===== src/rtl/word_entry_buffer_pkg.sv =====
// rtl/word_entry_buffer_pkg.sv - shared key codes, blank code and FSM encoding
// No ports: constants and types imported by word_entry_buffer and its classifier.
package word_entry_buffer_pkg;

    localparam logic [7:0] KEY_BS       = 8'h08;
    localparam logic [7:0] KEY_ENTER    = 8'h0D;
    localparam logic [7:0] ASCII_A      = 8'h41;
    localparam logic [7:0] ASCII_Z      = 8'h5A;
    localparam logic [7:0] LOWER_OFFSET = 8'h20;
    localparam logic [7:0] BLANK_CODE   = 8'h20;

    typedef enum logic [1:0] {
        S_IDLE = 2'd0,
        S_CLR  = 2'd1,
        S_DRAW = 2'd2
    } state_t;

endpackage


===== src/rtl/word_entry_buffer_key_classify.sv =====
// rtl/word_entry_buffer_key_classify.sv - combinational decode of a key code
// Ports: key_code (in, 8) ASCII code; is_letter/is_bs/is_enter (out) class flags;
//        folded_code (out, 8) key code with lowercase folded to uppercase.
module word_entry_buffer_key_classify
    import word_entry_buffer_pkg::*;
(
    input  logic [7:0] key_code,
    output logic       is_letter,
    output logic       is_bs,
    output logic       is_enter,
    output logic [7:0] folded_code
);

    localparam logic [7:0] LOWER_A = ASCII_A + LOWER_OFFSET;
    localparam logic [7:0] LOWER_Z = ASCII_Z + LOWER_OFFSET;

    logic is_upper;
    logic is_lower;

    assign is_upper    = (key_code >= ASCII_A) && (key_code <= ASCII_Z);
    assign is_lower    = (key_code >= LOWER_A) && (key_code <= LOWER_Z);
    assign is_letter   = is_upper || is_lower;
    assign is_bs       = (key_code == KEY_BS);
    assign is_enter    = (key_code == KEY_ENTER);
    assign folded_code = is_lower ? (key_code - LOWER_OFFSET) : key_code;

endmodule


===== src/rtl/word_entry_buffer.sv =====
// rtl/word_entry_buffer.sv - key-driven letter buffer that sequences one redraw per edit
// Ports: clock, reset_n (async active-low); key_valid/key_code/key_ready key handshake;
//        clear request; letters/letter_num buffer state; draw_clear_n/draw_enable/draw_done
//        drawer control; word_valid Enter pulse; overflow dropped-letter pulse.
module word_entry_buffer
    import word_entry_buffer_pkg::*;
#(
    parameter int         MAX_LETTERS = 10,
    parameter int         NUM_W       = 4,
    parameter logic [7:0] BLANK_CODE  = word_entry_buffer_pkg::BLANK_CODE
) (
    input  logic                     clock,
    input  logic                     reset_n,
    input  logic                     key_valid,
    input  logic [7:0]               key_code,
    output logic                     key_ready,
    input  logic                     clear,
    output logic [8*MAX_LETTERS-1:0] letters,
    output logic [NUM_W-1:0]         letter_num,
    output logic                     draw_clear_n,
    output logic                     draw_enable,
    input  logic                     draw_done,
    output logic                     word_valid,
    output logic                     overflow
);

    localparam logic [NUM_W-1:0] MAX_NUM = NUM_W'(MAX_LETTERS);

    state_t     state;
    logic       pending_key_valid;
    logic [7:0] pending_key;
    logic       pending_clear;
    logic       dirty;

    logic       is_letter;
    logic       is_bs;
    logic       is_enter;
    logic [7:0] folded_code;
    logic       accept_key;

    // A key arriving together with clear is consumed by the handshake but thrown away.
    assign key_ready  = !pending_key_valid;
    assign accept_key = key_valid && key_ready && !clear;

    word_entry_buffer_key_classify key_classify (
        .key_code    (pending_key),
        .is_letter   (is_letter),
        .is_bs       (is_bs),
        .is_enter    (is_enter),
        .folded_code (folded_code)
    );

    always_ff @(posedge clock or negedge reset_n) begin
        if (!reset_n) begin
            state             <= S_IDLE;
            pending_key_valid <= 1'b0;
            pending_key       <= 8'h00;
            pending_clear     <= 1'b0;
            dirty             <= 1'b1;
            letters           <= {MAX_LETTERS{BLANK_CODE}};
            letter_num        <= '0;
            draw_clear_n      <= 1'b1;
            draw_enable       <= 1'b0;
            word_valid        <= 1'b0;
            overflow          <= 1'b0;
        end else begin
            word_valid <= 1'b0;
            overflow   <= 1'b0;
            if (clear) begin
                pending_clear <= 1'b1;
            end
            if (accept_key) begin
                pending_key_valid <= 1'b1;
                pending_key       <= key_code;
            end

            case (state)
                S_IDLE: begin
                    if (pending_clear) begin
                        // A clear arriving this same cycle stays queued for another pass.
                        pending_clear     <= clear;
                        pending_key_valid <= accept_key;
                        letters           <= {MAX_LETTERS{BLANK_CODE}};
                        letter_num        <= '0;
                        draw_clear_n      <= 1'b0;
                        state             <= S_CLR;
                    end else if (dirty) begin
                        draw_clear_n <= 1'b0;
                        state        <= S_CLR;
                    end else if (pending_key_valid) begin
                        pending_key_valid <= 1'b0;
                        if (is_letter) begin
                            if (letter_num < MAX_NUM) begin
                                for (int i = 0; i < MAX_LETTERS; i++) begin
                                    if (NUM_W'(i) == letter_num) begin
                                        letters[8*i +: 8] <= folded_code;
                                    end
                                end
                                letter_num   <= letter_num + 1'b1;
                                draw_clear_n <= 1'b0;
                                state        <= S_CLR;
                            end else begin
                                overflow <= 1'b1;
                            end
                        end else if (is_bs) begin
                            if (letter_num != '0) begin
                                for (int i = 0; i < MAX_LETTERS; i++) begin
                                    if (NUM_W'(i) == letter_num - 1'b1) begin
                                        letters[8*i +: 8] <= BLANK_CODE;
                                    end
                                end
                                letter_num   <= letter_num - 1'b1;
                                draw_clear_n <= 1'b0;
                                state        <= S_CLR;
                            end
                        end else if (is_enter) begin
                            word_valid <= 1'b1;
                        end
                    end
                end
                S_CLR: begin
                    draw_clear_n <= 1'b1;
                    draw_enable  <= 1'b1;
                    dirty        <= 1'b0;
                    state        <= S_DRAW;
                end
                S_DRAW: begin
                    if (draw_done) begin
                        draw_enable <= 1'b0;
                        state       <= S_IDLE;
                    end
                end
                default: begin
                    state <= S_IDLE;
                end
            endcase
        end
    end

endmodule


===== config.mk =====
export PLATFORM = sky130hd
export DESIGN_NAME = word_entry_buffer
export DESIGN_NICKNAME = d
export VERILOG_FILES = /design/src/rtl/word_entry_buffer_pkg.sv /design/src/rtl/word_entry_buffer_key_classify.sv /design/src/rtl/word_entry_buffer.sv
export SDC_FILE = /design/constraint.sdc
export NUM_CORES = 1
export LEC_CHECK = 0
export BUFFER_PORTS_ARGS = -buffer_cell sky130_fd_sc_hd__buf_4
export CORE_ASPECT_RATIO = 1.25
export CORE_MARGIN = 3
export CORE_UTILIZATION = 45
export CTS_CLUSTER_SIZE = 28
export DETAILED_ROUTE_END_ITERATION = 12
export PLACE_DENSITY = 0.68
export SETUP_SLACK_MARGIN = 0.3
export SLEW_MARGIN = 20
export SYNTH_ARGS = -nofsm -noshare
export SYNTH_HDL_FRONTEND = slang
export SYNTH_HIERARCHICAL = 1
export SYNTH_SLANG_ARGS = --single-unit

===== constraint.sdc =====
create_clock -name clock -period 4.1 [get_ports clock]
set_input_delay 0.41 -clock clock [delete_from_list [all_inputs] [get_ports clock]]
set_output_delay 0.41 -clock clock [all_outputs]
set_load 0.02 [all_outputs]

### Word level (Yosys, flattened, before mapping)

Index checks and enable logic that the tools add are counted.

| cells by class | value |
|---|---|
| $add $sub $neg | 3 |
| multiplexer cells | 75 |
| equal/unequal tests | 39 |
| magnitude comparators | 5 |
| reduce and logical (&&, ||, !) cells | 40 |

Operators with widths:

| operator | number |
|---|---|
| $mux 80 | 7 |
| $mux 8 | 21 |
| $reduce_and 8->1 | 10 |
| $reduce_bool 3->1 | 12 |
| $ne 3x2->1 const B | 11 |
| $eq 3x4->1 const A | 8 |
| $mux 1 | 29 |
| $mux 4 | 7 |
| $eq 2x4->1 const A | 4 |
| $eq 4x4->1 const A | 4 |
| $eq 8x4->1 const B | 2 |
| $ge 8x7->1 const B | 2 |
| $le 8x7->1 const B | 2 |
| $mux 2 | 8 |
| $ne 5x5->1 const B | 3 |
| $reduce_and 5->1 | 2 |
| $eq 1x4->1 const A | 2 |
| $logic_not 4->1 | 2 |
| $sub 8x6->8 const B | 1 |
| $pmux 2 s3 | 1 |
| $reduce_and 6->1 | 1 |
| $reduce_bool 2->1 | 3 |
| $add 4x1->4 const B | 1 |
| $logic_and 1x1->1 | 4 |
| 12 further kinds | 15 |

| word-level totals | value |
|---|---|
| flip-flop bits (word level) | 101 |
| output and inout bits | 89 |

### Depth between registers and ports, before layout

Gate-level depths: netlist (run 1).

| depth | value |
|---|---|
| word-level depth | 9 |
| gate-level depth with buffers | 10 |

### Cells and area by module

Netlist (run 1), hierarchy kept.

By module, submodules not included:

| module | cells an instance | area each (um2) | sequential area each (um2) | instances |
|---|---|---|---|---|
| word_entry_buffer | 374 | 4779.6 | 2542.4 | 1 |
| word_entry_buffer_key_classify | 30 | 197.7 | 0.0 | 1 |

### Least setup slack after synthesis (run 1)

No wires, ideal clock.

| timing path | value |
|---|---|
| path type | register -> register |
| from | register pending_key[2] |
| to | register letters[16] |
| data required time | 4.033 ns |
| path buffers | 0 |
| setup time | 0.067 ns |
| data arrival time | 2.364 ns |
| stages on the path, launching flop included | 8 |
| setup slack | 1.669 ns |
| period minus slack after synthesis | 2.431 ns |
| cells stage by stage | dfrtp_1 > or4_4 > o211ai_2 > a211oi_1 > or4b_4 > a21boi_4 > o221ai_4 > a22o_1 |

| on the way | value |
|---|---|
| elaborated cells on any way between the ends | 21 |
| classes of those cells | 4 x order compare; 3 x eq/ne; 7 x mux; 7 x reduce/logical |

RTL lines:

| what | line | source |
|---|---|---|
| from (decl) | word_entry_buffer.sv:31 | `logic [7:0] pending_key;` |
| from (signal assigned) | word_entry_buffer.sv:74 | `pending_key <= key_code;` |
| $ge 8x7->1 (tied with other cells) | word_entry_buffer_key_classify.sv:20 | `assign is_upper = (key_code >= ASCII_A) && (key_code <= ASCII_Z);` |
| $logic_and 1x1->1, on equally long branches | word_entry_buffer_key_classify.sv:20, word_entry_buffer_key_classify.sv:21 |  |
| $logic_or 1x1->1 * | word_entry_buffer_key_classify.sv:22 | `assign is_letter = is_upper \|\| is_lower;` |
| via is_letter | word_entry_buffer.sv:35 | `logic is_letter;` |
| $mux 80 | word_entry_buffer.sv:92 | `if (is_letter) begin` |
| $mux 80 | word_entry_buffer.sv:90 | `end else if (pending_key_valid) begin` |
| $mux 80 | word_entry_buffer.sv:87 | `end else if (dirty) begin` |
| $mux 80 | word_entry_buffer.sv:79 | `if (pending_clear) begin` |
| to (signal assigned) | word_entry_buffer.sv:60 | `letters <= {MAX_LETTERS{BLANK_CODE}};` |
| to (signal assigned) | word_entry_buffer.sv:83 | `letters <= {MAX_LETTERS{BLANK_CODE}};` |
| to (signal, indexed assignment) | word_entry_buffer.sv:96 | `letters[8*i +: 8] <= folded_code;` |
| to (decl) | word_entry_buffer.sv:18 | `output logic [8*MAX_LETTERS-1:0] letters,` |

The timed path passes the listed nets; every way through them passes the cells marked *. The select of a mux whose other input is x is not followed.
A chain may end at the register's enable or synchronous reset.

### Worst setup path after layout (run 1)

| timing path | value |
|---|---|
| from | register pending_key[2] |
| to | register letters[0] |

The elaborated chain is that of the path after synthesis.

==> flow_metrics.tcl, run 1 <==
set metrics [dict create \
    syn_inst 404 \
    max_freq_mhz 308 \
    tightest_slew_ps 1190 \
    arrival_ps 3470 \
    grt_remaining_overflow 0 \
    hold_ws_ps 152 \
    die_area_um2 12400 \
    htreeDepth 3 \
    synth_cell_types 70 \
    fin_cells 624 \
    dr.pass1.iters 5 \
    clk_latency_ps 340 \
    antenna_left 0 \
    ys_ff_latch 101 \
    cts_made_buffers 9 \
    numClockSinks 101 \
    synth_area_um2 4980 \
    slew_headroom_pct 20.1 \
    ctsResizeCount 0 \
    drive_gt1_share_pct 38.2 \
    drc 0 \
    clock_skew_ps 6.31 \
    end_kind "flop" \
    hold_viol 0 \
    vias 3726 \
    layout_min_cycle_time_ps 3250 \
    grt_max_degree 67 \
    postCtsHoldBufs 0 \
    root_buffer "clkbuf_16" \
    cts_tree "built" \
    ios 102 \
    rsz0062_at_grt "false" \
    vias_per_cell 5.97 \
    n_antenna_cell 0 \
    clockBufferDepth 2 \
    p_leak_nw 2.86 \
    setup_tns_ps 0 \
    cts_setup_buffers 0 \
    crit_type "flop to flop" \
    grt_pass1_wl_um 19900 \
    first_global_vias 3570 \
    dp_cells 608 \
    portBuffers 101 \
    ys.flop_type "dfrtp_1" \
    r2r_cells 8 \
    period_share_pct 79.2 \
    reg2reg_slack_ps 850 \
    nNetsFinal 506 \
    antenna_found_initial 0 \
    powerDensity_nw_per_um2 549 \
    synth_edf_count 0 \
    synthArstFlopShare_pct 100 \
    dp_hpwl_um 8830 \
    synth_seq_area_share_pct 51.1 \
    required_ps 4320 \
    fp.coreArea_um2 10700 \
    rows 42 \
    final_util_pct 56.5 \
    vdd_drop_max_v 0.000330 \
    syn2layout_area_growth_pct 21.6 \
    critPathMaxFanout 17 \
    r2r-start "pending_key[2]$_DFFE_PN0P_" \
    hold_path.class "input port to async pin" \
    setup_viol_count_final 0 \
    slew_violations 0 \
    path_clk_slew_ps 70 \
    die_w_um 100 \
    first_iter_violations 251 \
    die_h_um 124 \
    outcome "finished, final reports clean" \
    synth.net_count 423 \
    yosysWarnings 6 \
    syn_avg_cell_area_um2 12.3 \
    totalWireLength_um 12700 \
    cap_violations 0 \
    start_util_pct 46.4 \
    track_usage_pct 20.7 \
    crit_path_start_kind "flop" \
    r2r_end "letters[0]$_DFFE_PN0P_" \
    gp_routability_congestion 0.914 \
    routedWlPerCell_um 20.3 \
]
## worst max-delay path, cell delays in order, from the launching register on
cell and delay, ps:
dfrtp_1 780, or4_4 270, o211ai_2 90, a211oi_2 470, or2_1 590, nor2_1 140
a21oi_2 230, nand3_2 200, a32o_1 350
## worst max path at each step
| stage | start | endpoint | slack [ps] |
|---|---|---|---|
| floorplan | pending_key[2]$_DFFE_PN0P_ | letters[16]$_DFFE_PN0P_ | 1670 |
| global placement | pending_key[2]$_DFFE_PN0P_ | letters[7]$_DFFE_PN0P_ | 1060 |
| detailed placement | pending_key[2]$_DFFE_PN0P_ | letters[0]$_DFFE_PN0P_ | 880 |
| CTS | pending_key[2]$_DFFE_PN0P_ | letters[0]$_DFFE_PN0P_ | 870 |
| global route | pending_key[3]$_DFFE_PN0P_ | letters[70]$_DFFE_PN0P_ | 700 |
| finish | pending_key[2]$_DFFE_PN0P_ | letters[0]$_DFFE_PN0P_ | 850 |
## where the power goes
part,switching (mW),internal [mW]
sequential,0.236,1.08
combinational,0.704,0.366
clock,0.373,0.557
## cell usage after synthesis, drive strengths merged (4+ instances only)
master | instances | area share [%]
a21boi | 4 | 1.3
a21oi | 13 | 1.5
a22o | 51 | 9.0
a22oi | 7 | 1.1
a32o | 21 | 4.2
a32oi | 4 | 0.70
and3 | 5 | 0.63
buf | 31 | 4.2
dfrtp | 89 | 45
dfstp | 12 | 6.3
ha | 6 | 1.5
inv | 22 | 1.7
mux2 | 8 | 1.8
nand2 | 13 | 1.1
nand3 | 9 | 1.2
nand4 | 9 | 2.0
nor2 | 21 | 1.8
nor2b | 5 | 0.63
nor3 | 6 | 0.70
o211ai | 4 | 1.0
o21ai | 12 | 1.5
o31ai | 4 | 0.88
or2 | 4 | 0.60
## logic make-up (layout without fill, tap and decap cells)
| kind of cell | after synthesis | count (layout) | synth area share, % |
|---|---|---|---|
| compound gates | 139 | 139 | 26.2 |
| simple gates | 90 | 90 | 12.6 |
| fa+ha+maj | 6 | 6 | 1.51 |
| buf+inv | 57 | 145 | 6.23 |
| flops | 101 | 101 | 51.1 |
| mux | 9 | 9 | 2.01 |
| xor+xnor | 2 | 2 | 0.352 |
## metal layers
metal  track usage, %  part of all wire (%)  up-vias
li1                 -                     -     1700
met1             28.1                    43     1900
met2             33.9                    50      112
met3             3.36                   5.3       14
met4             7.41                   2.1        0
met5                0                     0        -
## flip-flops by register name, indices dropped and copies added, names as in the netlist
signal             cells
draw_enable            1
dirty                  1
letter_num             4
pending_clear          1
letters               80
pending_key_valid      1
overflow               1
draw_clear_n           1
state                  2
pending_key            8
word_valid             1
## area by class of cell
cell class                      count  area, µm²
Clock buffer                       10        239
Clock inverter                      6       91.3
Inverter                           23       86.3
Timing Repair Buffer              106        796
Multi-Input combinational cell    246       2130
Fill cell                         951       4670
Tap cell                          132        165
Sequential cell                   101       2540
## cell usage in the layout (no fill, tap or decap), types with 2 or more instances in the layout
cell       Yosys  layout
nor3_1         5       5
nor3b_1        2       2
nor2_1        18      18
o21ai_1        2       2
nand4_4        3       3
buf_4          7     106
ha_1           6       6
nor2_2         2       2
nand4_1        6       6
nand2_1       12      12
a211o_1        2       2
o21ai_0        6       6
dfstp_2       12      12
nand3b_1       2       2
nand3_1        6       6
a21oi_2        3       3
dfrtp_1       89      89
o211ai_2       4       4
or2_1          2       2
inv_6          0       3
clkbuf_16      0       9
bufinv_16      0       2
a21boi_4       3       3
a22oi_1        7       7
a21o_1         3       3
nor2b_1        5       5
o21ai_2        4       4
a32oi_1        4       4
mux2_2         8       8
and3_1         5       5
a21oi_1       10      10
nand3_2        3       3
or2_4          2       2
o221ai_4       3       3
nand2b_1       2       2
o31ai_1        3       2
a22o_1        51      51
a32o_1        21      21
inv_1         22      22
o32ai_2        3       3
## per-stage QoR
stage / setup slack (ps) / area (µm²) / total power [mW]
2_1_floorplan: 1670 / 4980 / 2.10
3_5_place_dp: 877 / 5720 / 2.40
6_report: 852 / 6050 / 3.32
5_1_grt: 697 / 6050 / 3.47
4_1_cts: 867 / 6050 / 3.33
3_3_place_gp: 1060 / 5720 / 2.36
Note: power is estimated with default switching activity, not from simulation.
==> inputs of run 2 (changes only) <==
==> constraint.sdc (replaced) <==
create_clock -name clock -period 3 [get_ports clock]
set_input_delay 0.3 -clock clock [delete_from_list [all_inputs] [get_ports clock]]
set_output_delay 0.3 -clock clock [all_outputs]
set_load 0.02 [all_outputs]
==> flow_metrics.tcl, run 2 (synthesized netlist as in run 1, its figures left out) <==
set metrics [dict create \
    seqCellArea_um2 2540 \
    period_share_pct 89.1 \
    grt_pass1_wl_um 21700 \
    slew_violations 0 \
    numClockSinks 101 \
    rows 42 \
    powerDensity_nw_per_um2 755 \
    clock_skew_ps 6.51 \
    layout_setup_ws_ps 326 \
    root_buffer "clkbuf_16" \
    path_clk_slew_ps 70 \
    nNetsFinal 538 \
    totalWireLength_um 13900 \
    dp_hpwl_um 10000 \
    layout_min_cycle_time_ps 2670 \
    swShare_pct 40.1 \
    antenna_found_initial 0 \
    postCtsHoldBufs 0 \
    drc 0 \
    seqPwrFrac_pct 34.9 \
    final_util_pct 59.4 \
    die_h_um 124 \
    critPathMaxFanout 8 \
    end_kind "flop" \
    antenna_left 0 \
    n_antenna_cell 0 \
    first_iter_violations 322 \
    hold_path.class "input port to async pin" \
    r2r-start "pending_key[2]$_DFFE_PN0P_" \
    clockBufferDepth 2 \
    multi_input_area_um2 2200 \
    fillers 926 \
    largest_reg_flops 80 \
    required_ps 3230 \
    clk_latency_ps 340 \
    combPwrFrac_pct 39.0 \
    cap_violations 0 \
    arrival_ps 2900 \
    htreeDepth 3 \
    start_util_pct 46.4 \
    cts_made_buffers 9 \
    dr.pass1.iters 5 \
    p_total_mw 4.80 \
    tightest_slew_ps 832 \
    r2r_cells 8 \
    die_area_um2 12400 \
    grt_remaining_overflow 0 \
    rsz0062_at_grt "true" \
    gp_routability_congestion 0.903 \
    p_leak_nw 3.02 \
    p_clk_share_pct 26.1 \
    vias_per_cell 6.02 \
    post-place-ws_ps 313 \
    crit_type "flop to flop" \
    setup_tns_ps 0 \
    routedWlPerCell_um 21.2 \
    layout_commonest_cell "buf_4" \
    hold_viol 0 \
    final_cell_mix "buf_4 (136), dfrtp_1 (87), a22o_1 (51)" \
    drive_gt1_share_pct 42.7 \
    outcome "finished, final reports clean" \
    cts_tree "built" \
    r2r_end "letters[35]$_DFFE_PN0P_" \
    reg_top3 "letters x80, pending_key x8, letter_num x4" \
    first_global_vias 3915 \
    slew_headroom_pct 44.5 \
    fp.coreArea_um2 10700 \
    crit_path_start_kind "flop" \
    die_w_um 100 \
    ios 102 \
    top_register "letters" \
    setup_viol_count_final 0 \
    vias 3951 \
    grt_max_degree 88 \
    max_freq_mhz 374 \
    internal-power_mw 2.88 \
    reg2reg_slack_ps 330 \
    portBuffers 101 \
    p_switching_mw 1.93 \
    track_usage_pct 22.8 \
    syn2layout_area_growth_pct 27.9 \
    vdd_drop_max_v 0.000608 \
]
run 2: timing repair:
action | CTS | global route
buffers inserted | 0 | 9
setup endpoints to repair | 0 | 82
gates resized for setup | 0 | 12
run 2: cell type report:
type / instances / area share (%)
Sequential cell: 101 / 40.0
Multi-Input combinational cell: 246 / 34.6
Timing Repair Buffer: 138 / 16.4
Clock buffer: 10 / 3.60
Tap cell: 132 / 2.59
Clock inverter: 6 / 1.49
Inverter: 23 / 1.36
run 2: per-layer routing:
layer  routed length, µm  vias up  share of wire, %  GRT usage, %
li1                    -     1758                 -             -
met1                5780     2001                42          29.8
met2                6870      158                49          37.3
met3                 744       34               5.4          4.31
met4                 500        0               3.6          9.69
met5                   0        -                 0             0
run 2: how the worst max path moves through the flow:
stage / startpoint / to / slack, ps / depth (start not counted)
floorplan: pending_key[2]$_DFFE_PN0P_ / letters[16]$_DFFE_PN0P_ / 570 / 7
global placement: pending_key[2]$_DFFE_PN0P_ / letters[39]$_DFFE_PN0P_ / 340 / 8
detailed placement: pending_key[2]$_DFFE_PN0P_ / letters[39]$_DFFE_PN0P_ / 310 / 8
CTS: pending_key[2]$_DFFE_PN0P_ / letters[35]$_DFFE_PN0P_ / 310 / 8
global route: pending_key[2]$_DFFE_PN0P_ / letters[35]$_DFFE_PN0P_ / 280 / 8
finish: pending_key[2]$_DFFE_PN0P_ / letters[35]$_DFFE_PN0P_ / 330 / 8
run 2: worst max-delay path, stage by stage (launching register included):
cell	delay, ps
dfrtp_2	450
or4_4	550
o211ai_4	240
a211oi_4	100
or4b_4	580
o2111ai_4	180
nor4_4	80
buf_6	180
a32o_1	200
run 2: power by group through the flow:
stage | logic [mW] | registers [mW] | clock network, mW
after floorplan | 1.20 | 1.67 | 0
after global placement | 1.77 | 1.69 | 0
after detailed placement | 1.79 | 1.69 | 0
after CTS | 1.80 | 1.67 | 1.28
after global routing | 2.00 | 1.69 | 1.33
final | 1.87 | 1.68 | 1.25
run 2: metrics by stage:
step / instances / instance area [µm²] / hold WS, ps
after CTS: 647 / 6220 / 149
after global routing: 656 / 6370 / 65.8
after floorplan: 404 / 4980 / 4.41
after global placement: 631 / 5900 / 475
final: 656 / 6370 / 0.337
after detailed placement: 631 / 5900 / 476
==> inputs of run 3 (changes only) <==
--- a/config.mk
+++ b/config.mk
@@ -5,16 +5,18 @@
 export SDC_FILE = /design/constraint.sdc
 export NUM_CORES = 1
 export LEC_CHECK = 0
+export ABC_AREA = 1
 export BUFFER_PORTS_ARGS = -buffer_cell sky130_fd_sc_hd__buf_4
+export CELL_PAD_IN_SITES_DETAIL_PLACEMENT = 1
+export CELL_PAD_IN_SITES_GLOBAL_PLACEMENT = 2
 export CORE_ASPECT_RATIO = 1.25
 export CORE_MARGIN = 3
-export CORE_UTILIZATION = 45
+export CORE_UTILIZATION = 32
 export CTS_CLUSTER_SIZE = 28
 export DETAILED_ROUTE_END_ITERATION = 12
-export PLACE_DENSITY = 0.68
+export PLACE_DENSITY_LB_ADDON = 0.1
 export SETUP_SLACK_MARGIN = 0.3
 export SLEW_MARGIN = 20
 export SYNTH_ARGS = -nofsm -noshare
 export SYNTH_HDL_FRONTEND = slang
-export SYNTH_HIERARCHICAL = 1
 export SYNTH_SLANG_ARGS = --single-unit
==> flow_metrics.tcl, run 3 <==
set metrics [dict create \
    crit_type "flop to flop" \
    multi_input_area_um2 1950 \
    dp_cells 849 \
    critPathMaxFanout 15 \
    synth.net_count 599 \
    arrival_ps 2680 \
    antenna_left 0 \
    combPwrFrac_pct 50.5 \
    drc 0 \
    internal-power_mw 3.64 \
    hold_viol 4 \
    vdd_drop_max_v 0.000384 \
    hold_ws_ps -19.1 \
    portBuffers 101 \
    synth_area_leaders "dfrtp_1 (47%), nand2_1 (16%), nand3_1 (12%)" \
    powerDensity_nw_per_um2 1130 \
    max_freq_mhz 417 \
    yosysTopAreaCellShare_pct 46.8 \
    cts_made_buffers 9 \
    seqCellArea_um2 2540 \
    ios 102 \
    synth_top_area_cell "dfrtp_1" \
    p_switching_mw 3.22 \
    die_h_um 142 \
    synth_seq_area_share_pct 53.4 \
    swShare_pct 46.9 \
    vias 4358 \
    numClockSinks 101 \
    clk_latency_ps 350 \
    seqPwrFrac_pct 31.9 \
    crit_path_start_kind "flop" \
    cap_violations 0 \
    dp_hpwl_um 10400 \
    ys.flop_type "dfrtp_1" \
    p_leak_nw 3.29 \
    grt_max_degree 102 \
    cts_tree "built" \
    track_usage_pct 18.7 \
    htreeDepth 3 \
    routedWlPerCell_um 17.7 \
    syn_inst 580 \
    synth_cell_types 28 \
    hold_path.class "input port to async pin" \
    outcome "complete, but fails checks" \
    fin_cells 866 \
    top_register "letters" \
    vias_per_cell 5.03 \
    p_clk_share_pct 17.6 \
    synthArstFlopShare_pct 100 \
    n_antenna_cell 0 \
    root_buffer "clkbuf_16" \
    cts_setup_buffers 0 \
    yosysWarnings 0 \
    required_ps 3280 \
    syn_avg_cell_area_um2 8.20 \
    end_kind "flop" \
    syn2layout_area_growth_pct 27.2 \
    start_util_pct 32.9 \
    fillers 1755 \
    yosys-top-cells-count "nand2_1 (204), nand3_1 (113), dfrtp_1 (89)" \
    gp_routability_congestion 0.847 \
    rsz0062_at_grt "false" \
    layout_min_cycle_time_ps 2400 \
    die_area_um2 16400 \
    violations "hold timing" \
    setup_viol_count_final 0 \
    fp.coreArea_um2 14500 \
    die_w_um 115 \
    layout_commonest_cell "nand2_1" \
    ys_ff_latch 101 \
    drive_gt1_share_pct 25.4 \
    tightest_slew_ps 1070 \
    clockBufferDepth 2 \
    placed_cell_area_um2 5700 \
    largest_reg_flops 80 \
    grt_remaining_overflow 0 \
    path_clk_slew_ps 70 \
    totalWireLength_um 15300 \
    clock_skew_ps 8.06 \
    synth_edf_count 0 \
    antenna_found_initial 0 \
    slew_violations 0 \
    rows 49 \
    yosysMostFrequentCell "nand2_1" \
    setup_tns_ps 0 \
    final_area_um2 6050 \
    dr.pass1.iters 6 \
    nNetsFinal 702 \
    synth_area_um2 4760 \
    grt_pass1_wl_um 23900 \
    final_cell_mix "nand2_1 (204), nand3_1 (113), buf_4 (108)" \
    first_iter_violations 271 \
    first_global_vias 4403 \
    period_share_pct 79.9 \
    slew_headroom_pct 28.7 \
    reg_top3 "letters x80, pending_key x8, letter_num x4" \
]
## run 3: per-layer routing
metal,vias up,GRT usage (%),share of wire (%)
met5,-,0,0
met4,0,5.62,2.1
met3,18,3.49,3.6
met2,96,32.0,51
met1,2158,24.0,43
li1,2086,-,-
## run 3: final cells by class
class | count | share of cell area [%]
repair buffers | 111 | 14.6
clock buffers | 13 | 4.30
well taps | 178 | 3.68
clock inverters | 3 | 0.724
flip-flops and latches | 101 | 42.0
multi-input cells | 421 | 32.3
inverters | 39 | 2.42
## run 3: critical path, stage by stage (launching register included)
cell     delay (ps)
dfrtp_1         390
ha_1            180
nand2_1          70
nand3_1          80
nand2_1          70
nand2_2         200
nand2_4         180
inv_2           110
nand2_2         130
nor2_2          640
nand3_1         170
nand2_1         100
## run 3: per-stage QoR
stage / total power, mW / utilization, % / worst slack [ps]
final: 6.86 / 41.8 / 604
after detailed placement: 5.62 / 39.4 / 388
after CTS: 6.84 / 41.5 / 382
after global placement: 5.56 / 39.4 / 472
after global routing: 7.39 / 41.8 / 345
after floorplan: 4.38 / - / 995
## run 3: logic make-up after synthesis
| family | synth area share [%] |
|---|---|
| fa+ha+maj | 1.58 |
| buf+inv | 5.81 |
| simple gates | 36.1 |
| xor+xnor | 0.552 |
| flops | 53.4 |
| compound gates | 2.52 |
## run 3: worst paths after layout
kind	cells past startpoint	to	slack (ps)	startpoint
min in group clock	2	state[1]$_DFFE_PN0P_	150	draw_done
hold / removal	2	letters[24]$_DFFE_PN0P_	-20	reset_n
setup / recovery	11	letters[68]$_DFFE_PN0P_	600	pending_key[5]$_DFFE_PN0P_
setup reg to reg	11	letters[68]$_DFFE_PN0P_	600	pending_key[5]$_DFFE_PN0P_
hold reg to reg	1	state[0]$_DFFE_PN0P_	440	state[0]$_DFFE_PN0P_
max in group asynchronous	2	letters[61]$_DFFE_PN1P_	2570	reset_n
## run 3: power by group through the flow
stage	registers, mW	logic (mW)	clock network [mW]
6_report	2.19	3.46	1.21
5_1_grt	2.26	3.84	1.30
4_1_cts	2.20	3.41	1.24
3_5_place_dp	2.22	3.40	0
3_3_place_gp	2.20	3.35	0
2_1_floorplan	2.56	1.81	0
## run 3: repair_timing
action	in CTS	in global routing
gates resized for setup	0	3
hold buffers	0	0
setup endpoints to repair	0	68
